--- config.mk ---
export PLATFORM = sky130hd
export DESIGN_NAME = mem_arbiter
export DESIGN_NICKNAME = d
export VERILOG_FILES = /design/src/rtl/mips32_pkg.sv /design/src/rtl/mem_arbiter.sv
export SDC_FILE = /design/constraint.sdc
export NUM_CORES = 1
export LEC_CHECK = 0
export ABC_CLOCK_PERIOD_IN_PS = 11250
export BUFFER_PORTS_ARGS = -buffer_cell sky130_fd_sc_hd__buf_4
export CAP_MARGIN = 30
export CELL_PAD_IN_SITES_DETAIL_PLACEMENT = 1
export CELL_PAD_IN_SITES_GLOBAL_PLACEMENT = 1
export CORE_ASPECT_RATIO = 1.5
export CORE_UTILIZATION = 40
export CTS_CLUSTER_SIZE = 20
export DETAILED_ROUTE_END_ITERATION = 7
export PLACE_DENSITY = 0.83
export SLEW_MARGIN = 10
export SYNTH_ARGS = -nofsm -noshare
export SYNTH_HDL_FRONTEND = slang
export SYNTH_SLANG_ARGS = --single-unit
--- constraint.sdc ---
create_clock -name clk1 -period 11.25 [get_ports clk1]
set_input_delay 2.25 -clock clk1 [delete_from_list [all_inputs] [get_ports clk1]]
set_output_delay 2.25 -clock clk1 [all_outputs]
set_load 0.01 [all_outputs]
--- src/rtl/mips32_pkg.sv ---
// Shared definitions for the MIPS32 core memory path.
// Holds default bus widths and the response-owner encoding.
// Imported by the arbiter and by any block that decodes owner tags.
package mips32_pkg;

    localparam int ADDR_W_DEF = 10;
    localparam int DATA_W_DEF = 32;

    // Which port issued a memory command.
    typedef enum logic {
        OWN_IF = 1'b0,
        OWN_DM = 1'b1
    } owner_t;

    // Tag that travels with a command until its read data returns.
    typedef struct packed {
        logic   vld;
        owner_t own;
    } rsp_tag_t;

endpackage

--- src/rtl/mem_arbiter.sv ---
// Purpose: shares one single-port memory between fetch and data ports, with data priority and fetch anti-starvation.
// Latency: a grant at edge N puts the command on mem_* in cycle N+1; read data returns with rvalid in cycle N+2.
// Backpressure: a request is held until its combinational gnt; one grant per cycle, back-to-back with no bubbles.
module mem_arbiter
    import mips32_pkg::*;
#(
    parameter int ADDR_W     = ADDR_W_DEF,
    parameter int DATA_W     = DATA_W_DEF,
    parameter int STARVE_MAX = 4
) (
    input  logic              clk1,
    input  logic              rst,
    input  logic              if_req,
    input  logic [ADDR_W-1:0] if_addr,
    input  logic              if_flush,
    output logic              if_gnt,
    output logic              if_rvalid,
    output logic [DATA_W-1:0] if_rdata,
    input  logic              dm_req,
    input  logic              dm_we,
    input  logic [ADDR_W-1:0] dm_addr,
    input  logic [DATA_W-1:0] dm_wdata,
    output logic              dm_gnt,
    output logic              dm_rvalid,
    output logic [DATA_W-1:0] dm_rdata,
    output logic              mem_en,
    output logic              mem_we,
    output logic [ADDR_W-1:0] mem_addr,
    output logic [DATA_W-1:0] mem_wdata,
    input  logic [DATA_W-1:0] mem_rdata
);

    localparam logic [3:0] STARVE_LIM = 4'(STARVE_MAX);

    logic [3:0]        starve_cnt;
    logic              starve_hit;
    rsp_tag_t          tag_s1;
    rsp_tag_t          tag_s2;
    logic [DATA_W-1:0] if_rdata_q;
    logic [DATA_W-1:0] dm_rdata_q;

    assign starve_hit = (starve_cnt == STARVE_LIM);

    // Grant select: data wins unless fetch has waited STARVE_MAX data grants; nothing granted during reset.
    always_comb begin
        if_gnt = 1'b0;
        dm_gnt = 1'b0;
        if (!rst) begin
            if_gnt = if_req && (!dm_req || starve_hit);
            dm_gnt = dm_req && !if_gnt;
        end
    end

    // Count data grants taken while fetch waits; any fetch grant or idle fetch port clears it.
    always_ff @(posedge clk1 or posedge rst) begin
        if (rst) begin
            starve_cnt <= '0;
        end else if (!if_req || if_gnt) begin
            starve_cnt <= '0;
        end else if (dm_gnt && !starve_hit) begin
            starve_cnt <= starve_cnt + 4'd1;
        end
    end

    // Register the granted command onto the memory port; fetches are always reads.
    always_ff @(posedge clk1 or posedge rst) begin
        if (rst) begin
            mem_en    <= 1'b0;
            mem_we    <= 1'b0;
            mem_addr  <= '0;
            mem_wdata <= '0;
        end else begin
            mem_en <= if_gnt || dm_gnt;
            mem_we <= dm_gnt && dm_we;
            if (dm_gnt) begin
                mem_addr  <= dm_addr;
                mem_wdata <= dm_wdata;
            end else if (if_gnt) begin
                mem_addr  <= if_addr;
            end
        end
    end

    // Two-stage owner tag; a flush voids every fetch read still in flight, including one granted this cycle.
    always_ff @(posedge clk1 or posedge rst) begin
        if (rst) begin
            tag_s1 <= '0;
            tag_s2 <= '0;
        end else begin
            tag_s1.vld <= (if_gnt && !if_flush) || (dm_gnt && !dm_we);
            tag_s1.own <= dm_gnt ? OWN_DM : OWN_IF;
            tag_s2.vld <= tag_s1.vld && !(if_flush && (tag_s1.own == OWN_IF));
            tag_s2.own <= tag_s1.own;
        end
    end

    assign if_rvalid = tag_s2.vld && (tag_s2.own == OWN_IF);
    assign dm_rvalid = tag_s2.vld && (tag_s2.own == OWN_DM);

    // Capture each delivered word so rdata holds its last valid value between responses.
    always_ff @(posedge clk1 or posedge rst) begin
        if (rst) begin
            if_rdata_q <= '0;
            dm_rdata_q <= '0;
        end else begin
            if (if_rvalid) if_rdata_q <= mem_rdata;
            if (dm_rvalid) dm_rdata_q <= mem_rdata;
        end
    end

    // Memory data passes straight through in the response cycle, otherwise the held copy.
    assign if_rdata = if_rvalid ? mem_rdata : if_rdata_q;
    assign dm_rdata = dm_rvalid ? mem_rdata : dm_rdata_q;

endmodule

Word-level counts from Yosys, hierarchy flattened. Cells that the tools add are included.

Bits of input ports: 90. Bits in registers: 116. Bits in latches: 0. Bits in read-only memories: 0. RAM bits: 0. Memories: 0.

Mux-type cells: 9. Shift-type cells: 0. Multipliers: 0. Bitwise logic cells: 2. Eq/ne operators: 1. Add/subtract/negate cells: 1. Divide/modulo/power cells: 0. Reductions and logical operators: 23. $lt $le $gt $ge: 0.

Operators by type and width (number): 32-bit two-way mux (2); 10-bit two-way mux (2); 1-bit logical AND (10); 4-bit two-way mux (2); 1-bit zero test (7); 4-bit by 1-bit adder with 4-bit output (second input constant) (1); 4-bit by 3-bit == test with 1-bit output (second input constant) (1); 1-bit logical OR (4); 2-bit nonzero test (2); 1-bit two-way mux (3); 1-bit inverter (2).

Longest topological paths before layout. Gate-level depths: netlist (run 1).

Word-level depth: 9. Mapped depth: 6. Mapped depth without buffers: 5.

Least setup slack after synthesis (run 1). OpenSTA, ideal clock, no wires.

Path type: input to register. Start point: input port rst. End point: register starve_cnt[1]. Cell stages on the path: 3. Data required time: 11120 ps. Setup time: 130 ps. Slack: 6059 ps. Data arrival time: 5061 ps. Cells stage by stage: inv_1 > nor3_1 > a41o_1.

Cells in the longest elaborated chain, start to end: 3. Elaborated cells on any way between the ends: 6. Classes of those cells: 3 x mux; 3 x reduce/logical.

RTL lines: start: declaration (RTL line mem_arbiter.sv:12) `input logic rst,`; 1-bit two-way mux (RTL line mem_arbiter.sv:48) `if (!rst) begin`; 1-bit logical OR or 1-bit logical AND (tied branches) (RTL line mem_arbiter.sv:58, mem_arbiter.sv:60); 4-bit two-way mux or 2-bit nonzero test (tied branches); end signal: assignment (RTL line mem_arbiter.sv:61) `starve_cnt <= starve_cnt + 4'd1;`; end: declaration (RTL line mem_arbiter.sv:35) `logic [3:0] starve_cnt;`.

Several ways; a longest one is shown, not always the timed one. A chain may end at the register's enable or synchronous reset.

Worst setup path in the final report (run 1).
Start point: input port rst. End point: output port dm_gnt.

Cells in the longest elaborated chain, start to end: 1.

RTL lines: 1-bit two-way mux (RTL line mem_arbiter.sv:48); end: declaration (RTL line mem_arbiter.sv:23) `output logic dm_gnt,`.

Every way passes these cells.

==> results.md, run 1 <==
STA:
- Setup repair after global routing left no endpoint under its margin.
- The minimum period implied by the final worst setup slack is 5.712 ns.
- The clock arrives with 0.007787 ns of skew.
- The worst path uses 50.77% of the clock period.
- The setup TNS is 0 ns.
- The final-layout worst hold slack is 0.4040 ns.
- The max-slew violation count is 0.
- Setup violations remaining at the end of the flow were counted as 0.
- The number of endpoints with negative hold slack in the final report is 0.
- The fmax is 175.1 MHz.
- The worst-case headroom to the max-slew limit is 41.82%.
- The slew of the pin with the lowest slew margin is 0.8705 ns.

Yosys:
- The gate count after technology mapping is 285.
- The number of nets in the synthesized netlist is 377.
- Counting flops and latches in the post-synthesis netlist gives 116.
- The cell area that synthesis handed to floorplanning was 4614 µm².
- The portion of the post-synthesis area used by sequential elements is 62.91%.
- The count of unique library cells instantiated by Yosys is 33.
- The post-synthesis area per instance is 16.19 µm².
- During synthesis, Yosys emitted a total of 0 warnings.

Detailed routing:
- After detailed routing, the number of remaining DRC violations is 0.
- The total via count after detailed routing is 3,222.
- The routed wire length is 13,040 µm.
- The detailed router's first-iteration violation count is 73.
- For this run, the detailed router's first-pass iteration total came to 4.
- The average routed wire per standard cell is 19.88 µm.
- Using the TritonRoute via totals, the vias-per-cell ratio works out to 4.912.
- The post-detailed-route count of antenna-violating nets is 0.

Global route:
- Entering global routing, the biggest net connects 51 pins.
- The number of antenna violations at the first check in global routing is 0.
- The first global-routing pass estimated 19,930 µm of wire.
- The number of global-route vias before repair is 3,730.
- The leftover overflow at the end of global routing is 0.
- Global routing consumed, over all layers together, 23.14% of the routing resources.

Worst setup path:
- The worst-path maximum fanout is 44.
- The kind of cell with the highest combined delay along the critical path is simple AND/OR/NAND/NOR gates.
- The cell with the largest stage delay on the worst path is sky130_fd_sc_hd__nand2_4.
- The critical path in this run is classified as input port to output pin.
- Walking the worst path, the cells encountered are buf_4 -> and2b_4 -> nand2_4 -> inv_1 -> buf_4.
- The kind of end point of the critical path is an output pin.
- The number of buffers and inverters on the critical path is 3.
- The worst setup path is launched from an input port.
- On the worst path, the slowest cell contributes a delay of 0.52 ns.
- The most repeated library cell on the critical path is sky130_fd_sc_hd__buf_4.
- STA puts the critical path data required time at 9.00 ns.
- The data arrival at the endpoint of the critical path is 3.46 ns.
- The worst register-to-register path has a setup slack of 9.19 ns.

Die:
- The area of the core is 11,110 µm².
- For this design the top-level I/O count stands at 202.
- The floorplan has 47 rows.
- The floorplan step set the die width to 89.70 µm.
- The die height is 133.5 µm.
- The die area is 11,980 µm².
- The initial utilization of the core area, before any placement, comes to 41.52%.

Layout:
- Relative to the synthesized area, the layout overhead comes to 51.63%.
- The diode insertion count for antenna repair is 0.
- The final layout contains 588 nets.
- The share of cells above drive strength 1 is 68.17%.
- In the final layout, the multi-input gates occupy 1594 µm².
- The sequential cell area is 2903 µm².
- The filler cells instantiated in the layout total 1,044.

Pwr:
- The power density relative to cell area is 218.4 nW/µm².
- IR analysis of the VDD net gives a maximum drop of 111.2 µV.
- The leakage component of the power is 3.435 nW.

Min path:
- The path class of the tightest hold or removal check is flop to flop.

Placed design:
- The HPWL after detailed placement is 8966 µm.
- The count of buffers added on input and output ports is 201.
- The final RePlAce weighted congestion is 0.8866.

Clocking:
- The deepest clock path buffer count is 2.
- In this run the clock root is driven by a sky130_fd_sc_hd__clkbuf_16.
- The number of buffers added to fix hold violations after cts is 0.
- The count of instances resized after the clock tree is built is 0.
- The H-tree generated during clock tree synthesis spans 4 levels.
- The clock reaches the later pin of the worst-skew pair after 0.41 ns.
- The TritonCTS clock tree is yes.
- Buffers added to address setup during post-CTS repair amount to 0.
- The clock-pin slew on the worst setup and hold paths is 0.05 ns.
- The TritonCTS buffer count is 17.
- The count of clock tree sinks is 116.

Status:
- The run finished with clean final reports.

Job:
- The total of max-cap violations is 0.
Yosys cell counts, drive strengths merged:
cell / instances / area share, %
a22oi: 1 / 0.16
and2b: 1 / 0.22
nand2b: 12 / 1.6
and2: 1 / 0.14
ha: 2 / 0.54
nand3b: 1 / 0.16
o31ai: 1 / 0.16
a21boi: 1 / 0.16
nand4b: 2 / 0.52
a21oi: 1 / 0.11
nor2b: 2 / 0.27
inv: 10 / 0.81
nand3: 3 / 0.33
clkbuf: 1 / 0.081
o221a: 10 / 2.4
dfrtp: 116 / 63
a41oi: 1 / 0.19
nand2: 3 / 0.41
mux2: 96 / 26
and3: 1 / 0.14
o32ai: 1 / 0.19
a21o: 1 / 0.16
o21bai: 1 / 0.16
nor3: 1 / 0.11
nor2: 1 / 0.081
o41ai: 1 / 0.19
a41o: 1 / 0.22
buf: 12 / 1.8
report_power, final:
group | total, mW | internal, mW | switching [mW]
Sequential | 0.534 | 0.502 | 0.0318
Clock | 0.637 | 0.443 | 0.194
Combinational | 0.357 | 0.202 | 0.155
metrics by stage:
| stage | util, % | area [µm²] | cells | worst slack, ns | power [mW] |
|---|---|---|---|---|---|
| 2_1_floorplan | - | 4614 | 285 | 5.889 | 0.6992 |
| 3_3_place_gp | 56.19 | 6245 | 622 | 5.578 | 0.8772 |
| 3_5_place_dp | 56.68 | 6300 | 624 | 5.532 | 0.8977 |
| 4_1_cts | 62.95 | 6997 | 656 | 5.540 | 1.548 |
| 5_1_grt | 62.95 | 6997 | 656 | 5.479 | 1.590 |
| 6_report | 62.95 | 6997 | 656 | 5.538 | 1.528 |
logic make-up (layout without fill, tap and decap cells):
logic type               Yosys count  after routing  synth area share [%]
multiplexers                      96             96                 25.70
buffers and inverters             23            247                 2.711
AND/OR/NAND/NOR                   28             28                 3.986
adder cells (fa/ha/maj)            2              2                0.5422
AO/OA/AOI/OAI                     20             20                 4.149
flip-flops                       116            116                 62.91
routing by layer:
metal  wire length, µm  GRT usage, %  vias to the layer above
li1                  -             -                     1431
met1              4321         22.51                     1605
met2              7235         41.46                      151
met3               947         8.736                       35
met4               539         11.11                        0
met5                 0             0                        -
flip-flops by register name, summed over array words and instances (netlist names):
name / flops
dm_rdata_q: 32
if_rdata_q: 32
mem_addr: 10
mem_en: 1
mem_wdata: 32
mem_we: 1
starve_cnt: 4
tag_s1: 2
tag_s2: 2
final cells by class:
| class | instances | area share (%) |
|---|---|---|
| clock buffer | 19 | 6.330 |
| clock inverter | 13 | 3.630 |
| inverter | 10 | 0.5722 |
| multi-input combinational | 146 | 22.78 |
| sequential | 116 | 41.49 |
| tap | 147 | 2.629 |
| timing repair buffer | 205 | 22.57 |
path summary, 6_finish.rpt:
kind,start,to,cells past startpoint
worst min register to register,tag_s1[0],tag_s2[0],0
worst max register to register,starve_cnt[0],mem_wdata[30],5
worst min-delay path,tag_s1[0],tag_s2[0],0
worst max-delay path,rst,dm_gnt,5
max in group asynchronous,rst,dm_rdata_q[1],4
min in group asynchronous,rst,mem_wdata[0],2
worst register-to-register path: stages (launching register included):
cell	delay, ns
sky130_fd_sc_hd__dfrtp_1	0.43
sky130_fd_sc_hd__inv_1	0.10
sky130_fd_sc_hd__ha_1	0.24
sky130_fd_sc_hd__nand4b_2	0.18
sky130_fd_sc_hd__nand2_4	0.57
sky130_fd_sc_hd__mux2_2	0.43
cells in the final DEF, fill, tap and decap left out, drive strengths merged, types with 2 or more instances in the layout:
master      n
buf       205
dfrtp     116
mux2       96
clkbuf     19
nand2b     12
o221a      10
inv        10
bufinv      7
clkinvlp    4
nand3       3
nand2       3
ha          2
nand4b      2
nor2b       2
clkinv      2
No activity file was read; power rests on OpenSTA's default activity.
==> run 2: changes to the inputs <==
--- a/config.mk
+++ b/config.mk
@@ -5,16 +5,16 @@
 export SDC_FILE = /design/constraint.sdc
 export NUM_CORES = 1
 export LEC_CHECK = 0
-export ABC_CLOCK_PERIOD_IN_PS = 11250
+export ABC_CLOCK_PERIOD_IN_PS = 4900
 export BUFFER_PORTS_ARGS = -buffer_cell sky130_fd_sc_hd__buf_4
 export CAP_MARGIN = 30
 export CELL_PAD_IN_SITES_DETAIL_PLACEMENT = 1
 export CELL_PAD_IN_SITES_GLOBAL_PLACEMENT = 1
 export CORE_ASPECT_RATIO = 1.5
-export CORE_UTILIZATION = 40
+export CORE_UTILIZATION = 34
 export CTS_CLUSTER_SIZE = 20
 export DETAILED_ROUTE_END_ITERATION = 7
-export PLACE_DENSITY = 0.83
+export PLACE_DENSITY = 0.74
 export SLEW_MARGIN = 10
 export SYNTH_ARGS = -nofsm -noshare
 export SYNTH_HDL_FRONTEND = slang
==> constraint.sdc (replaced) <==
create_clock -name clk1 -period 4.9 [get_ports clk1]
set_input_delay 0.98 -clock clk1 [delete_from_list [all_inputs] [get_ports clk1]]
set_output_delay 0.98 -clock clk1 [all_outputs]
set_load 0.01 [all_outputs]
==> run 2 against run 1 <==
First-iteration DRC count shrank 18%. Highest routed layer unchanged. Design area shrank 1.4%. Total power grew 110%. Clock skew is essentially flat. Core utilization shrank 10 points. Critical path depth grew 1. Final cell count grew 1.8%. Register-to-register slack lost 6.3 ns. Via count shrank 2.2%. Routed wire length shrank 6.7%.
==> results.md, run 2 (synthesis results as in run 1) <==
Layout:
- The share of cells above drive strength 1 is 68.37%.
- The sequential cell area is 2903 µm².
- For this run, the number of standard cells in the final layout without fillers is 668.
- In the final layout, the registers with the most flip-flops are dm_rdata_q x32, if_rdata_q x32, mem_wdata x32.
- The most frequent standard cell in the layout excluding fill and tap cells is sky130_fd_sc_hd__buf_4.
- The utilization of the core after routing is 52.74%.
- After the last flow step, the layout net total stands at 588.
- The layout filler cell count is 1,344.
- The diode insertion count for antenna repair is 0.
- The top cell types in the final layout, fill and taps aside, are sky130_fd_sc_hd__buf_4, sky130_fd_sc_hd__dfrtp_1, sky130_fd_sc_hd__mux2_2.
- With fillers left out, the area of the finished cells amounts to 6899 µm².
- Relative to the synthesized area, the layout overhead comes to 49.51%.
- Summing all multi-input logic gate instances after layout gives 1594 µm².

Worst setup path:
- The endpoint of the worst-slack reg-to-reg timing path is mem_wdata[29].
- The data arrival at the endpoint of the critical path is 2.20 ns.
- The critical setup path kind is flop to output pin.
- The launch instance of the worst register-to-register path is starve_cnt[0].
- The kind of end point of the critical path is an output pin.
- The sort of element at the start of the critical path is a flop.
- Setup slack on the worst reg-to-reg path comes out at 2.89 ns.
- The worst-path maximum fanout is 44.
- The depth of the most critical reg-to-reg path is 5.
- STA puts the critical path data required time at 3.92 ns.

Clocking:
- After clock tree synthesis, the setup repair step added 0 buffers.
- The cell chosen for the clock root is sky130_fd_sc_hd__clkbuf_16.
- The clock insertion delay at the later pin of the skew report is 0.41 ns.
- Clock tree synthesis inserted a total of 17 buffers.
- The H-tree depth reported by CTS is 4.
- The TritonCTS clock tree is yes.
- For this design, the CTS-stage hold fixing added 0 buffers.
- The tree built by TritonCTS fans out to 116 sinks.
- The count of instances resized after the clock tree is built is 0.
- After clock tree synthesis, the clock-pin slew on the worst setup and hold paths is 0.06 ns.
- The deepest clock path buffer count is 2.

Job:
- The total of max-cap violations is 0.

Pwr:
- In this run the power density over the cells is 469.9 nW/µm².
- IR analysis of the VDD net gives a maximum drop of 199.5 µV.
- The leakage component of the power is 3.377 nW.

Global route:
- The maximum number of pins on one net before global-route repair is 67.
- The global-route wire length before repair is 19,530 µm.
- The leftover overflow at the end of global routing is 0.
- The number of global-route vias before repair is 3,664.
- The number of antenna violations at the first check in global routing is 0.
- Global routing used 18.26% of the available tracks.

Detailed routing:
- The first TritonRoute pass finished after 4 iterations.
- The total via count after detailed routing is 3,150.
- The final layout contains routed wiring with a total length of 12,170 µm.
- The via density per instance is 4.716.
- In this run the remaining antenna-violating nets after routing total 0.
- In the final routed layout, each cell accounts on average for 18.22 µm.
- The detailed router's first-iteration violation count is 60.
- The number of DRC violations after detailed routing is 0.

Min path:
- For hold timing, the worst endpoint is tag_s2[0].
- The path type of the worst min-delay path is flop to flop.
- Along the worst hold path, the cell count comes to 0.
- The startpoint identified for the worst hold timing path is tag_s1[0].

Die:
- After floorplanning, the core was divided into 51 placement rows.
- From bottom edge to top edge, the die measures 144.7 µm.
- The starting density of the core is 35.27%.
- The die is 97.12 µm wide.
- The area of the core is 13,080 µm².
- The die covers 14,050 µm².
- 202 I/O pins were placed.

Placed design:
- Once placement completed, the tool counted placed cells totaling 636.
- After detailed placement, the total cell area comes to 6315 µm².
- The final RePlAce weighted congestion is 0.7791.
- The HPWL after detailed placement is 8885 µm.
- The number of input and output port buffers inserted is 201.

STA:
- The period utilization is 64.95%.
- The final-layout worst hold slack is 0.4124 ns.
- At the pin with the least slew margin, the transition time is 0.8381 ns.
- The worst clock skew is 0.007934 ns.
- The final setup violation count is 0.
- The routed design could run at a clock period as short as 3.183 ns.
- The setup TNS is 0 ns.
- The worst-case headroom to the max-slew limit is 44.01%.
- The number of endpoints with negative hold slack in the final report came to 0.
- Setup repair after global routing left no endpoint under its margin.
- Timing would allow up to 314.2 MHz.
- The max-slew violation count came to 0.

Status:
- The flow ran to the end, and the final reports show no timing, DRC or antenna violations.
run 2: cell types whose count changed in the layout (fill, tap and decap cells not counted), moves of 2 or more:
cell,previous run,this run
sky130_fd_sc_hd__inv_6,0,2
sky130_fd_sc_hd__clkinvlp_4,4,6
sky130_fd_sc_hd__clkinv_4,1,3
sky130_fd_sc_hd__bufinv_16,7,2
run 2: per-stage QoR:
step	power (mW)	worst slack, ns
finish	3.242	1.717
global route	3.407	1.582
CTS	3.296	1.677
detailed placement	2.059	1.727
global placement	2.022	1.751
floorplan	1.605	0.8093
run 2: routing by layer:
metal | GRT usage, % | part of all wire (%) | vias to the layer above
li1 | - | - | 1434
met3 | 6.100 | 6.7 | 16
met4 | 6.677 | 1.4 | 0
met5 | 0 | 0 | -
met2 | 32.65 | 56 | 118
met1 | 20.21 | 35 | 1582
run 2: where the power goes:
group / internal, mW / switching (mW)
Combinational: 0.464 / 0.345
Sequential: 1.15 / 0.0652
Clock: 0.750 / 0.466
Total: 2.37 / 0.876
run 2: area by class of cell:
cell class	instances	area share, %
timing repair buffer	205	22.89
inverter	10	0.5803
clock inverter	15	2.303
clock buffer	17	6.166
multi-input combinational	146	23.10
sequential	116	42.07
tap	159	2.884
run 2: worst max path at each step:
stage	from	depth (start not counted)	to	slack, ns
after detailed placement	rst	5	dm_gnt	1.73
after floorplan	rst	1	dm_rdata_q[0]	0.81
after CTS	starve_cnt[0]	6	dm_gnt	1.68
after global placement	rst	5	dm_gnt	1.75
after global routing	starve_cnt[0]	6	dm_gnt	1.58
final	starve_cnt[0]	6	dm_gnt	1.72
run 2: critical path: stages (launching register included):
cell and delay, ns:
sky130_fd_sc_hd__dfrtp_1 0.44, sky130_fd_sc_hd__inv_1 0.08, sky130_fd_sc_hd__ha_1 0.22, sky130_fd_sc_hd__nand4b_2 0.17
sky130_fd_sc_hd__nand2_4 0.55, sky130_fd_sc_hd__inv_1 0.14, sky130_fd_sc_hd__buf_4 0.18
==> run 3: changes to the inputs <==
--- a/config.mk
+++ b/config.mk
@@ -5,13 +5,14 @@
 export SDC_FILE = /design/constraint.sdc
 export NUM_CORES = 1
 export LEC_CHECK = 0
-export ABC_CLOCK_PERIOD_IN_PS = 4900
+export ABC_AREA = 1
+export ABC_CLOCK_PERIOD_IN_PS = 2800
 export BUFFER_PORTS_ARGS = -buffer_cell sky130_fd_sc_hd__buf_4
 export CAP_MARGIN = 30
 export CELL_PAD_IN_SITES_DETAIL_PLACEMENT = 1
 export CELL_PAD_IN_SITES_GLOBAL_PLACEMENT = 1
 export CORE_ASPECT_RATIO = 1.5
-export CORE_UTILIZATION = 34
+export CORE_UTILIZATION = 31
 export CTS_CLUSTER_SIZE = 20
 export DETAILED_ROUTE_END_ITERATION = 7
 export PLACE_DENSITY = 0.74
==> constraint.sdc (replaced) <==
create_clock -name clk1 -period 2.8 [get_ports clk1]
set_input_delay 0.56 -clock clk1 [delete_from_list [all_inputs] [get_ports clk1]]
set_output_delay 0.56 -clock clk1 [all_outputs]
set_load 0.01 [all_outputs]
==> run 3 against run 2 <==
Design area up 1.2%. Worst hold slack lost 0.32 ns. Synthesized cell count up 75%. Sequential power grew 78%. Non-clock buffer count is 2 higher. Count of clock-buffer cells in the layout is 2 higher. Flip-flop and latch count is the same. Global-route usage increased by 0.22 points. Routed wire length up 14%. Critical path type unchanged. Via count is 30% higher. Final cell count grew 36%. Clock skew is 0.0019 ns higher.
==> results.md, run 3 <==
Yosys:
- The post-synthesis area per instance is 9.289 µm².
- The synthesized netlist devotes 7.817% of its cell area to compound gates.
- The post-synthesis mux area share is 0%.
- Summing every instance area after synthesis gives 4626 µm².
- Summed over all instances, the cell type with the most area after synthesis is sky130_fd_sc_hd__dfrtp_1.
- The gate count after technology mapping is 498.
- Summing the sequential cell areas from Yosys gives 62.75% of the chip area.
- In the synthesized netlist, the cells that appear most often are sky130_fd_sc_hd__nand2_1, sky130_fd_sc_hd__dfrtp_1, sky130_fd_sc_hd__o21ai_0.
- Summed over its instances, the top area cell type makes up 62.75% of the synthesized netlist area.
- Summing the areas of all fa, ha and maj instances in the mapped netlist gives 0.5410% of the synthesized area.
- The largest family of logic cells by synthesized area is simple AND/OR/NAND/NOR gates.
- The number of nets handed over by synthesis was 590.
- Summing the areas of all and, or, nand and nor instances in the mapped netlist gives 20.64% of the synthesized area.
- The cell with the most instances after synthesis is sky130_fd_sc_hd__nand2_1.
- The count of flip-flops with a built-in enable after synthesis is 0.
- For this run, asynchronously set or reset flops after synthesis account for 100.0%.
- The Yosys step of the flow raised 0 warnings.
- The count of unique library cells instantiated by Yosys is 26.
- The number of synthesized register bits is 116.
- The xor and xnor area share after synthesis is 0.3787%.
- By area the synthesized netlist is led by sky130_fd_sc_hd__dfrtp_1, sky130_fd_sc_hd__nand2_1, sky130_fd_sc_hd__o21ai_0.
- The dominant synthesized flop cell is sky130_fd_sc_hd__dfrtp_1.

Global route:
- Global routing used 33.45% of the available met2 tracks.
- The number of global-route vias before repair is 4,399.
- For this run the aggregate overflow at the end of global routing stands at 0.
- The maximum number of pins on one net before global-route repair is 67.
- The number of antenna violations at the first check in global routing is 0.
- The busiest metal layer after global routing is met2.
- Global routing consumed, on the met3 layer, 5.183% of the routing resources.
- The met1 usage in global routing is 20.01%.
- Global routing consumed, over all layers together, 18.48% of the routing resources.
- The global-route wire length before repair is 21,890 µm.

Layout:
- The largest registers in the layout are dm_rdata_q x32, if_rdata_q x32, mem_wdata x32.
- Of the cells placed in the final design, the portion with a size suffix greater than 1 is 37.25%.
- The finished layout holds 910 standard cells, fillers aside.
- The area growth from synthesis to layout is 50.96%.
- The library cell used most frequently in the layout, excluding fill and tap cells, is sky130_fd_sc_hd__buf_4.
- Fill cells in the final layout number 1,705.
- The net count of the finished layout is 793.
- In the layout the commonest cells are sky130_fd_sc_hd__buf_4, sky130_fd_sc_hd__nand2_1, sky130_fd_sc_hd__dfrtp_1.
- 0 antenna diodes ended up in the layout.
- The utilization of the core after routing is 47.85%.

Clocking:
- The TritonCTS clock tree is yes.
- Clock tree synthesis found a total of 116 sinks.
- The cell chosen for the clock root is sky130_fd_sc_hd__clkbuf_16.
- The number of clock buffers added by TritonCTS is 17.
- The H-tree depth reported by CTS is 4.
- Once the clock tree was built, the setup fixing pass inserted 0 buffers.
- The clock-pin slew on the worst setup and hold paths is 0.06 ns.
- After clock tree synthesis, the flow added hold-fix buffers numbering 0.
- The clock passes through at most 2 buffers.
- The clock reaches the later pin of the worst-skew pair after 0.40 ns.

Worst setup path:
- The endpoint of the worst-slack reg-to-reg timing path is mem_wdata[17].
- Setup slack on the worst reg-to-reg path comes out at 0.87 ns.
- By startpoint and endpoint, the worst setup path is classified as flop to output pin.
- At the worst endpoint, the arrival time is 1.96 ns.
- STA classifies the critical path startpoint as a flop.
- STA puts the critical path data required time at 2.24 ns.
- Measured in cells, the most critical reg-to-reg path has a length of 10.
- STA classifies the critical path endpoint as an output pin.
- The launch instance of the worst register-to-register path is starve_cnt[0].
- Along the worst path, the maximum fanout reaches 12.

Placed design:
- Routability-driven placement finished with a final weighted congestion of 0.7678.
- The number of placed cells counting well taps is 878.
- The count of buffers added on input and output ports is 201.
- The pre-CTS setup slack is 0.5986 ns.
- Detailed placement finished with a half-perimeter wire length of 10,110 µm.

STA:
- The smallest clock period supported by the final layout is computed as 2.522 ns.
- Setup violations remaining at the end of the flow were counted as 0.
- The number of endpoints with negative hold slack in the final report is 0.
- The fmax is 396.5 MHz.
- Headroom to the max-slew limit came out at 41.94%.
- Across all setup checks in the final design, the least slack found is 0.2780 ns.
- The max-slew violation count is 0.
- Setup repair after global routing left no endpoint under its margin.
- The slew of the pin with the lowest slew margin is 0.8708 ns.
- Between clock sinks in the finished design, the worst skew comes to 0.009841 ns.
- The period utilization is 90.07%.

Die:
- After floorplanning, the core was divided into 54 placement rows.
- The die area is 15,420 µm².
- From bottom edge to top edge, the die measures 151.6 µm.
- The core region is 14,590 µm².
- The overall die width is 101.7 µm.
- In this run the count of I/O pins placed on the die edge is 202.
- The starting density of the core is 31.70%.

Detailed routing:
- The number of DRC violations after detailed routing is 0.
- The routed design has 13,840 µm of wire.
- For this run, the detailed router's first-pass iteration total came to 4.
- Using the TritonRoute via totals, the vias-per-cell ratio works out to 4.486.
- The detailed router finished its first iteration with 114 violations.
- The total via count after detailed routing is 4,082.
- In this run the remaining antenna-violating nets after routing total 0.
- The average routed wire per standard cell is 15.21 µm.

Pwr:
- The maximum resistive drop on vdd is 365.3 µV.
- The power density relative to cell area is 845.7 nW/µm².
- The leakage component of the power is 3.794 nW.

Min path:
- The path type of the worst min-delay path is input port to asynchronous set/reset pin.

Job:
- The total of max-cap violations is 0.

Status:
- The run finished with clean final reports.
[run 3: kinds of logic after synthesis]
kind of cell | after synthesis
XOR/XNOR | 2
AND/OR/NAND/NOR | 224
buffers and inverters | 83
flip-flops | 116
AO/OA/AOI/OAI | 71
adder cells (fa/ha/maj) | 2
[run 3: power by group]
| part | total, mW | internal, mW | switching [mW] |
|---|---|---|---|
| Combinational | 1.41 | 0.669 | 0.737 |
| Clock | 2.33 | 1.53 | 0.803 |
| Sequential | 2.17 | 2.03 | 0.134 |
[run 3: how the worst max path moves through the flow]
stage	from	end	cells past startpoint
2_1_floorplan	rst	if_gnt	3
3_3_place_gp	if_req	mem_addr[9]	5
3_5_place_dp	starve_cnt[0]	if_gnt	9
4_1_cts	starve_cnt[0]	if_gnt	9
5_1_grt	starve_cnt[0]	if_gnt	9
6_report	starve_cnt[0]	if_gnt	9
[run 3: layout make-up]
type,instances,area (µm²),share of cell area [%]
sequential,116,2903,41.57
timing repair buffer,207,1554,22.25
multi-input combinational,299,1406,20.14
clock buffer,19,442.9,6.343
tap,196,245.2,3.512
inverter,60,235.2,3.369
clock inverter,13,196.4,2.813
[run 3: what timing repair did]
action / CTS / global route
setup endpoints to repair: 0 / 1
hold endpoints to repair: 0 / 0
gates resized for setup: 0 / 1
[run 3: worst max-delay path: stages (launching register included)]
cell and delay (ns):
sky130_fd_sc_hd__dfrtp_1 0.37, sky130_fd_sc_hd__inv_1 0.09, sky130_fd_sc_hd__ha_1 0.22, sky130_fd_sc_hd__nand3_2 0.08
sky130_fd_sc_hd__nand2_2 0.07, sky130_fd_sc_hd__nand2_4 0.17, sky130_fd_sc_hd__clkinvlp_4 0.21, sky130_fd_sc_hd__nand2_1 0.16
sky130_fd_sc_hd__inv_1 0.05, sky130_fd_sc_hd__buf_4 0.14
[run 3: per-stage QoR]
| stage | hold WS, ns | instance area [µm²] | TNS [ns] | power, mW |
|---|---|---|---|---|
| final | 0.08855 | 6983 | 0 | 5.906 |
| after global routing | 0.08084 | 6983 | 0 | 6.215 |
| after CTS | 0.07320 | 6979 | 0 | 5.992 |
| after floorplan | 0.3537 | 4683 | -3.261 | 2.785 |
| after global placement | 0.3633 | 6340 | 0 | 3.549 |
| after detailed placement | 0.3636 | 6340 | 0 | 3.623 |
[run 3: routing by layer]
metal  routed length (µm)  share of wire (%)  vias to the layer above
li1                     -                  -                     1946
met1                 5255                 38                     1977
met2                 7430                 54                      141
met3                  924                6.7                       18
met4                  235                1.7                        0
met5                    0                  0                        -
